## config.mk

```make
export PLATFORM = sky130hd
export DESIGN_NAME = serial_subtractor_flat
export DESIGN_NICKNAME = d
export VERILOG_FILES = /design/src/rtl/msi_pkg.sv /design/src/rtl/serial_subtractor_if.sv /design/src/rtl/full_subtractor.sv /design/src/rtl/serial_subtractor.sv /design/src/flat_wrapper.sv
export SDC_FILE = /design/constraint.sdc
export NUM_CORES = 1
export LEC_CHECK = 0
export BUFFER_PORTS_ARGS = -buffer_cell sky130_fd_sc_hd__buf_2
export CAP_MARGIN = 10
export CORE_MARGIN = 10
export CORE_UTILIZATION = 53
export DETAILED_ROUTE_END_ITERATION = 12
export MAX_ROUTING_LAYER = met4
export PLACE_DENSITY = 0.77
export SETUP_SLACK_MARGIN = 0.4
export SYNTH_ARGS = -nofsm -noshare
export SYNTH_HDL_FRONTEND = slang
export SYNTH_SLANG_ARGS = --single-unit
```

## constraint.sdc

```tcl
create_clock -name clk -period 2.9 [get_ports clk]
set_input_delay 0 -clock clk [delete_from_list [all_inputs] [get_ports clk]]
set_output_delay 0 -clock clk [all_outputs]
set_load 0.05 [all_outputs]
```

## src/rtl/msi_pkg.sv

```systemverilog
// Shared definitions for the MSI serial arithmetic blocks: FSM encoding and sizing helper.
package msi_pkg;

  localparam logic [1:0] IDLE  = 2'b00;
  localparam logic [1:0] SHIFT = 2'b01;
  localparam logic [1:0] DONE  = 2'b10;

  typedef enum logic [1:0] {
    StIdle  = IDLE,
    StShift = SHIFT,
    StDone  = DONE
  } state_t;

  // Bit-counter width for a WIDTH-bit serial operation.
  function automatic int unsigned cnt_width(input int unsigned w);
    return $clog2(w) + 1;
  endfunction

endpackage

```

## src/rtl/serial_subtractor_if.sv

```systemverilog
// Operand and result handshake bundle for serial_subtractor.
interface serial_subtractor_if #(
  parameter int unsigned WIDTH = 8
);
  logic             in_valid;
  logic             in_ready;
  logic [WIDTH-1:0] A;
  logic [WIDTH-1:0] B;
  logic             B_in;
  logic             out_valid;
  logic             out_ready;
  logic [WIDTH-1:0] D;
  logic             B_out;
  logic             busy;

  modport master (
    output in_valid, A, B, B_in, out_ready,
    input  in_ready, out_valid, D, B_out, busy
  );

  modport slave (
    input  in_valid, A, B, B_in, out_ready,
    output in_ready, out_valid, D, B_out, busy
  );
endinterface

```

## src/rtl/full_subtractor.sv

```systemverilog
// One-bit full subtractor cell built from gate primitives.
module full_subtractor (
  input  wire A,
  input  wire B,
  input  wire B_in,
  output wire D,
  output wire B_out
);
  wire w_axb;
  wire w_na;
  wire w_nx;
  wire w_t1;
  wire w_t2;

  xor g_x1 (w_axb, A, B);
  xor g_x2 (D, w_axb, B_in);
  not g_n1 (w_na, A);
  and g_a1 (w_t1, w_na, B);
  not g_n2 (w_nx, w_axb);
  and g_a2 (w_t2, w_nx, B_in);
  or  g_o1 (B_out, w_t1, w_t2);
endmodule

```

## src/rtl/serial_subtractor.sv

```systemverilog
// Bit-serial unsigned subtractor: D = A - B - B_in, LSB first, one bit per clock.
module serial_subtractor
  import msi_pkg::*;
#(
  parameter int unsigned WIDTH = 8
) (
  input  logic               clk,
  input  logic               rst_n,
  serial_subtractor_if.slave bus
);
  localparam int unsigned     CntW    = cnt_width(WIDTH);
  localparam logic [CntW-1:0] LastCnt = CntW'(WIDTH - 1);

  state_t           r_state;
  logic [WIDTH-1:0] r_a;
  logic [WIDTH-1:0] r_b;
  logic [WIDTH-1:0] r_d;
  logic             r_borrow;
  logic             r_out_valid;
  logic [CntW-1:0]  r_count;

  logic             w_d;
  logic             w_bo;
  logic [WIDTH-1:0] w_d_shift;

  full_subtractor u_cell (
    .A     (r_a[0]),
    .B     (r_b[0]),
    .B_in  (r_borrow),
    .D     (w_d),
    .B_out (w_bo)
  );

  // New difference bit enters at the MSB; a 1-bit result is just the cell output.
  if (WIDTH == 1) begin : g_one
    assign w_d_shift = w_d;
  end else begin : g_wide
    assign w_d_shift = {w_d, r_d[WIDTH-1:1]};
  end

  assign bus.in_ready  = rst_n && (r_state == StIdle);
  assign bus.busy      = (r_state == StShift) || (r_state == StDone);
  assign bus.out_valid = r_out_valid;
  assign bus.D         = r_d;
  assign bus.B_out     = r_borrow;

  // Control FSM plus operand, result, borrow and bit-count registers.
  always_ff @(posedge clk or negedge rst_n) begin
    if (!rst_n) begin
      r_state     <= StIdle;
      r_a         <= '0;
      r_b         <= '0;
      r_d         <= '0;
      r_borrow    <= 1'b0;
      r_out_valid <= 1'b0;
      r_count     <= '0;
    end else begin
      unique case (r_state)
        StIdle: begin
          if (bus.in_valid) begin
            r_a      <= bus.A;
            r_b      <= bus.B;
            r_borrow <= bus.B_in;
            r_d      <= '0;
            r_count  <= '0;
            r_state  <= StShift;
          end
        end
        StShift: begin
          r_a      <= r_a >> 1;
          r_b      <= r_b >> 1;
          r_d      <= w_d_shift;
          r_borrow <= w_bo;
          r_count  <= r_count + CntW'(1);
          if (r_count == LastCnt) begin
            r_state     <= StDone;
            r_out_valid <= 1'b1;
          end
        end
        StDone: begin
          if (bus.out_ready) begin
            r_state     <= StIdle;
            r_out_valid <= 1'b0;
          end
        end
        default: begin
          r_state     <= StIdle;
          r_out_valid <= 1'b0;
        end
      endcase
    end
  end
endmodule

```

## src/flat_wrapper.sv

```systemverilog
// flat-port wrapper written by rule: the top's interface ports become plain ports
module serial_subtractor_flat import msi_pkg::*;
#(
  parameter int unsigned WIDTH = 8
)
  (clk, rst_n, bus_in_valid, bus_A, bus_B, bus_B_in, bus_out_ready, bus_in_ready, bus_out_valid, bus_D, bus_B_out, bus_busy);
  serial_subtractor_if #(.WIDTH(WIDTH)) bus_i ();
  input  logic clk;
  input  logic rst_n;
  input wire logic [$bits(bus_i.in_valid)-1:0] bus_in_valid;
  input wire logic [$bits(bus_i.A)-1:0] bus_A;
  input wire logic [$bits(bus_i.B)-1:0] bus_B;
  input wire logic [$bits(bus_i.B_in)-1:0] bus_B_in;
  input wire logic [$bits(bus_i.out_ready)-1:0] bus_out_ready;
  output wire logic [$bits(bus_i.in_ready)-1:0] bus_in_ready;
  output wire logic [$bits(bus_i.out_valid)-1:0] bus_out_valid;
  output wire logic [$bits(bus_i.D)-1:0] bus_D;
  output wire logic [$bits(bus_i.B_out)-1:0] bus_B_out;
  output wire logic [$bits(bus_i.busy)-1:0] bus_busy;
  assign bus_i.in_valid = bus_in_valid;
  assign bus_i.A = bus_A;
  assign bus_i.B = bus_B;
  assign bus_i.B_in = bus_B_in;
  assign bus_i.out_ready = bus_out_ready;
  assign bus_in_ready = bus_i.in_ready;
  assign bus_out_valid = bus_i.out_valid;
  assign bus_D = bus_i.D;
  assign bus_B_out = bus_i.B_out;
  assign bus_busy = bus_i.busy;
  serial_subtractor #(.WIDTH(WIDTH)) u_core (.clk(clk), .rst_n(rst_n), .bus(bus_i));
endmodule
```

==> reports/metrics.yaml <==
setup_path:
  end_kind: "register"
  crit_arrival_ns: 2.41
  path_max_fanout: 16
  start_kind: "register"
  crit_type: "reg -> reg"
  crit_required_ns: 3.18
layout:
  syn2layout_area_growth_pct: 27.6
  diodes: 0
  final_core_util_pct: 70.4
  nets: 211
  drive_gt1_share_pct: 25.0
  design_area_um2: 1930
  fin_cells: 215
power_and_ir_drop:
  p_clk_share_pct: 13.7
  p_comb_share_pct: 49.7
  p_sw_share_pct: 44.2
  ir_drop_mv: 0.920
  p_int_w: 0.00116
  seqPwrFrac_pct: 36.6
  p_sw_w: 0.000917
  cellLeakagePower_nw: 0.964
  p_per_area_nw_per_um2: 1080
timing:
  final_hold_viol_count: 0
  max_freq_mhz: 470
  maxSlewViolCount: 0
  skew_ns: 0.0144
  finalSetupTns_ns: 0
  finalSetupViolCount: 0
  fin_crit_ns: 2.13
  postLayoutSetupSlackWorst_ns: 0.771
  relSlewSlack_pct: 51.0
  fin_crit_sh_pct: 73.4
  worstMarginPinSlew_ns: 0.735
  rsz0062_at_grt: "no"
synthesis:
  ys_types: 26
  syn_nets: 161
  synth.area.top_cells: "dfrtp_1 53%, mux2i_1 11%, a22o_1 5.2%"
  synth_area_per_cell_um2: 11.3
  syn_area_um2: 1510
  synth-seq-cells: 32
  synthFlopType: "dfrtp_1"
  synth_top_area_cell: "dfrtp_1"
  yosysWarnings: 0
  synth_commonest_cells: "32 x dfrtp_1, 19 x nand2_1, 16 x mux2i_1"
  ys_seq_area_share_pct: 53.1
  synth_top_area_share_pct: 53.1
  synthCells: 134
  synth_most_common_cell: "dfrtp_1"
  async_reset_ff_share_pct: 100
  synth_edf_count: 0
place:
  dp_hpwl_um: 2150
  gp_congestion: 0.775
  dp.cells: 190
  placed_cell_area_um2: 1680
  place_ws_ns: 0.785
  portBuffers: 32
global_routing:
  grt_pass1_wl_um: 5870
  grt_max_degree: 48
  grt_antenna_before_repair: 0
  grt_use_total_pct: 14.0
  grt_pass1_vias: 1283
  grt_overflow: 0
clocking:
  cts_resized: 0
  post_cts_buffers: 0
  clock_latency_ns: 0.34
  clk_pin_slew_ns: 0.10
  cts_buffers: 5
  clkSinkCount: 32
  cts-root-buf: "clkbuf_4"
  cts_buffer_depth: 2
  cts_tree: "built"
  htreeDepth: 2
  cts_hold_buffers: 18
die:
  die_area_um2: 5380
  ios: 33
  core_um2: 2730
  start_util_pct: 55.2
  fp.dieW_um: 73.4
  fp.dieH_um: 73.4
  rows: 19
route:
  routed_wl_um: 3290
  vias: 1142
  drt-initial-drc-count: 81
  drtAntennaViolNets: 0
  dr.pass1.iters: 4
  drcViolationCount: 0
  viasPerCell: 5.31
  routedWlPerCell_um: 15.3
worst_hold_path:
  hp-class: "in -> reg"
run:
  max-cap-violations: 0
run_status:
  outcome: "completed"
==> registers in the layout, summed over array words and instances (netlist names) <==
register and count:
u_core.bus.D 8, u_core.r_a 8, u_core.r_b 8, u_core.r_count 4, u_core.r_state 2, u_core.bus.B_out 1
u_core.bus.out_valid 1
==> worst paths after layout <==
kind | startpoint | end | slack [ns] | cells after the start
hold reg to reg | u_core.r_a[1] | u_core.r_a[1] | 0.49 | 2
min in group asynchronous | rst_n | u_core.r_count[1] | 0.24 | 2
hold / removal | bus_out_ready | u_core.r_state[1] | 0.15 | 3
setup / recovery | u_core.r_state[1] | u_core.r_count[0] | 0.77 | 4
max in group asynchronous | rst_n | u_core.r_a[0] | 2.20 | 2
setup reg to reg | u_core.r_state[1] | u_core.r_count[0] | 0.77 | 4
==> metal layers <==
metal / global-route usage [%] / share of wire (%) / up-vias
met3: 4.85 / 4.6 / 6
met1: 15.6 / 43 / 547
li1: - / - / 567
met4: 4.55 / 1.3 / 0
met2: 23.0 / 51 / 22
met5: - / 0 / -
==> per-stage QoR <==
stage	hold WS [ns]	power, W
detailed placement	0.0888	0.00178
global placement	0.0826	0.00172
CTS	0.136	0.00208
global route	0.173	0.00223
floorplan	-0.296	0.00157
finish	0.150	0.00207
==> worst max-delay path, stage by stage (launching register included) <==
cell and delay (ns):
dfrtp_1 0.41, inv_1 0.11, ha_1 0.65, nor2b_1 0.63
mux2_2 0.27
==> kinds of logic (layout without fill, tap and decap cells) <==
family                     count (synthesis)  count (layout)  share of synthesized area (%)
buffers and inverters                     14              64                           4.89
and+or+nand+nor                           33              33                           10.5
AOI/OAI and AO/OA                         31              31                           13.9
adders and majority gates                  6               6                           5.47
muxes                                     18              18                           12.1
DFF                                       32              32                           53.1
==> power groups by stage <==
stage | combinational, W | clock (W) | sequential, W
2_1_floorplan | 0.000676 | 0 | 0.000893
3_3_place_gp | 0.000969 | 0 | 0.000754
3_5_place_dp | 0.00101 | 0 | 0.000766
4_1_cts | 0.00103 | 0.000294 | 0.000757
5_1_grt | 0.00114 | 0.000312 | 0.000786
6_report | 0.00103 | 0.000284 | 0.000759
==> layout make-up <==
class	instances	area, um^2
Fill cell	201	808
Inverter	5	18.8
Tap cell	31	38.8
Multi-Input combinational cell	88	647
Sequential cell	32	801
Timing Repair Buffer	52	355
Clock buffer	7	65.1
==> cell usage in the layout (no fill, tap or decap) <==
master / n
dfrtp_1: 32
inv_1: 5
o32a_1: 1
nand3_1: 3
o31ai_2: 1
nor3_1: 2
and2b_1: 1
a22o_1: 9
fa_1: 1
mux2i_1: 15
buf_2: 32
mux2i_4: 1
o21ai_0: 15
mux2_2: 2
nand2b_1: 2
a211oi_1: 1
o21ai_1: 3
clkbuf_8: 2
or4b_1: 1
nand2_1: 19
nand3b_1: 1
o32a_2: 1
buf_4: 2
and2_1: 1
ha_1: 5
nor2b_1: 3
clkbuf_4: 5
dlygate4sd3_1: 18
No activity file was read; power rests on OpenSTA's default activity.
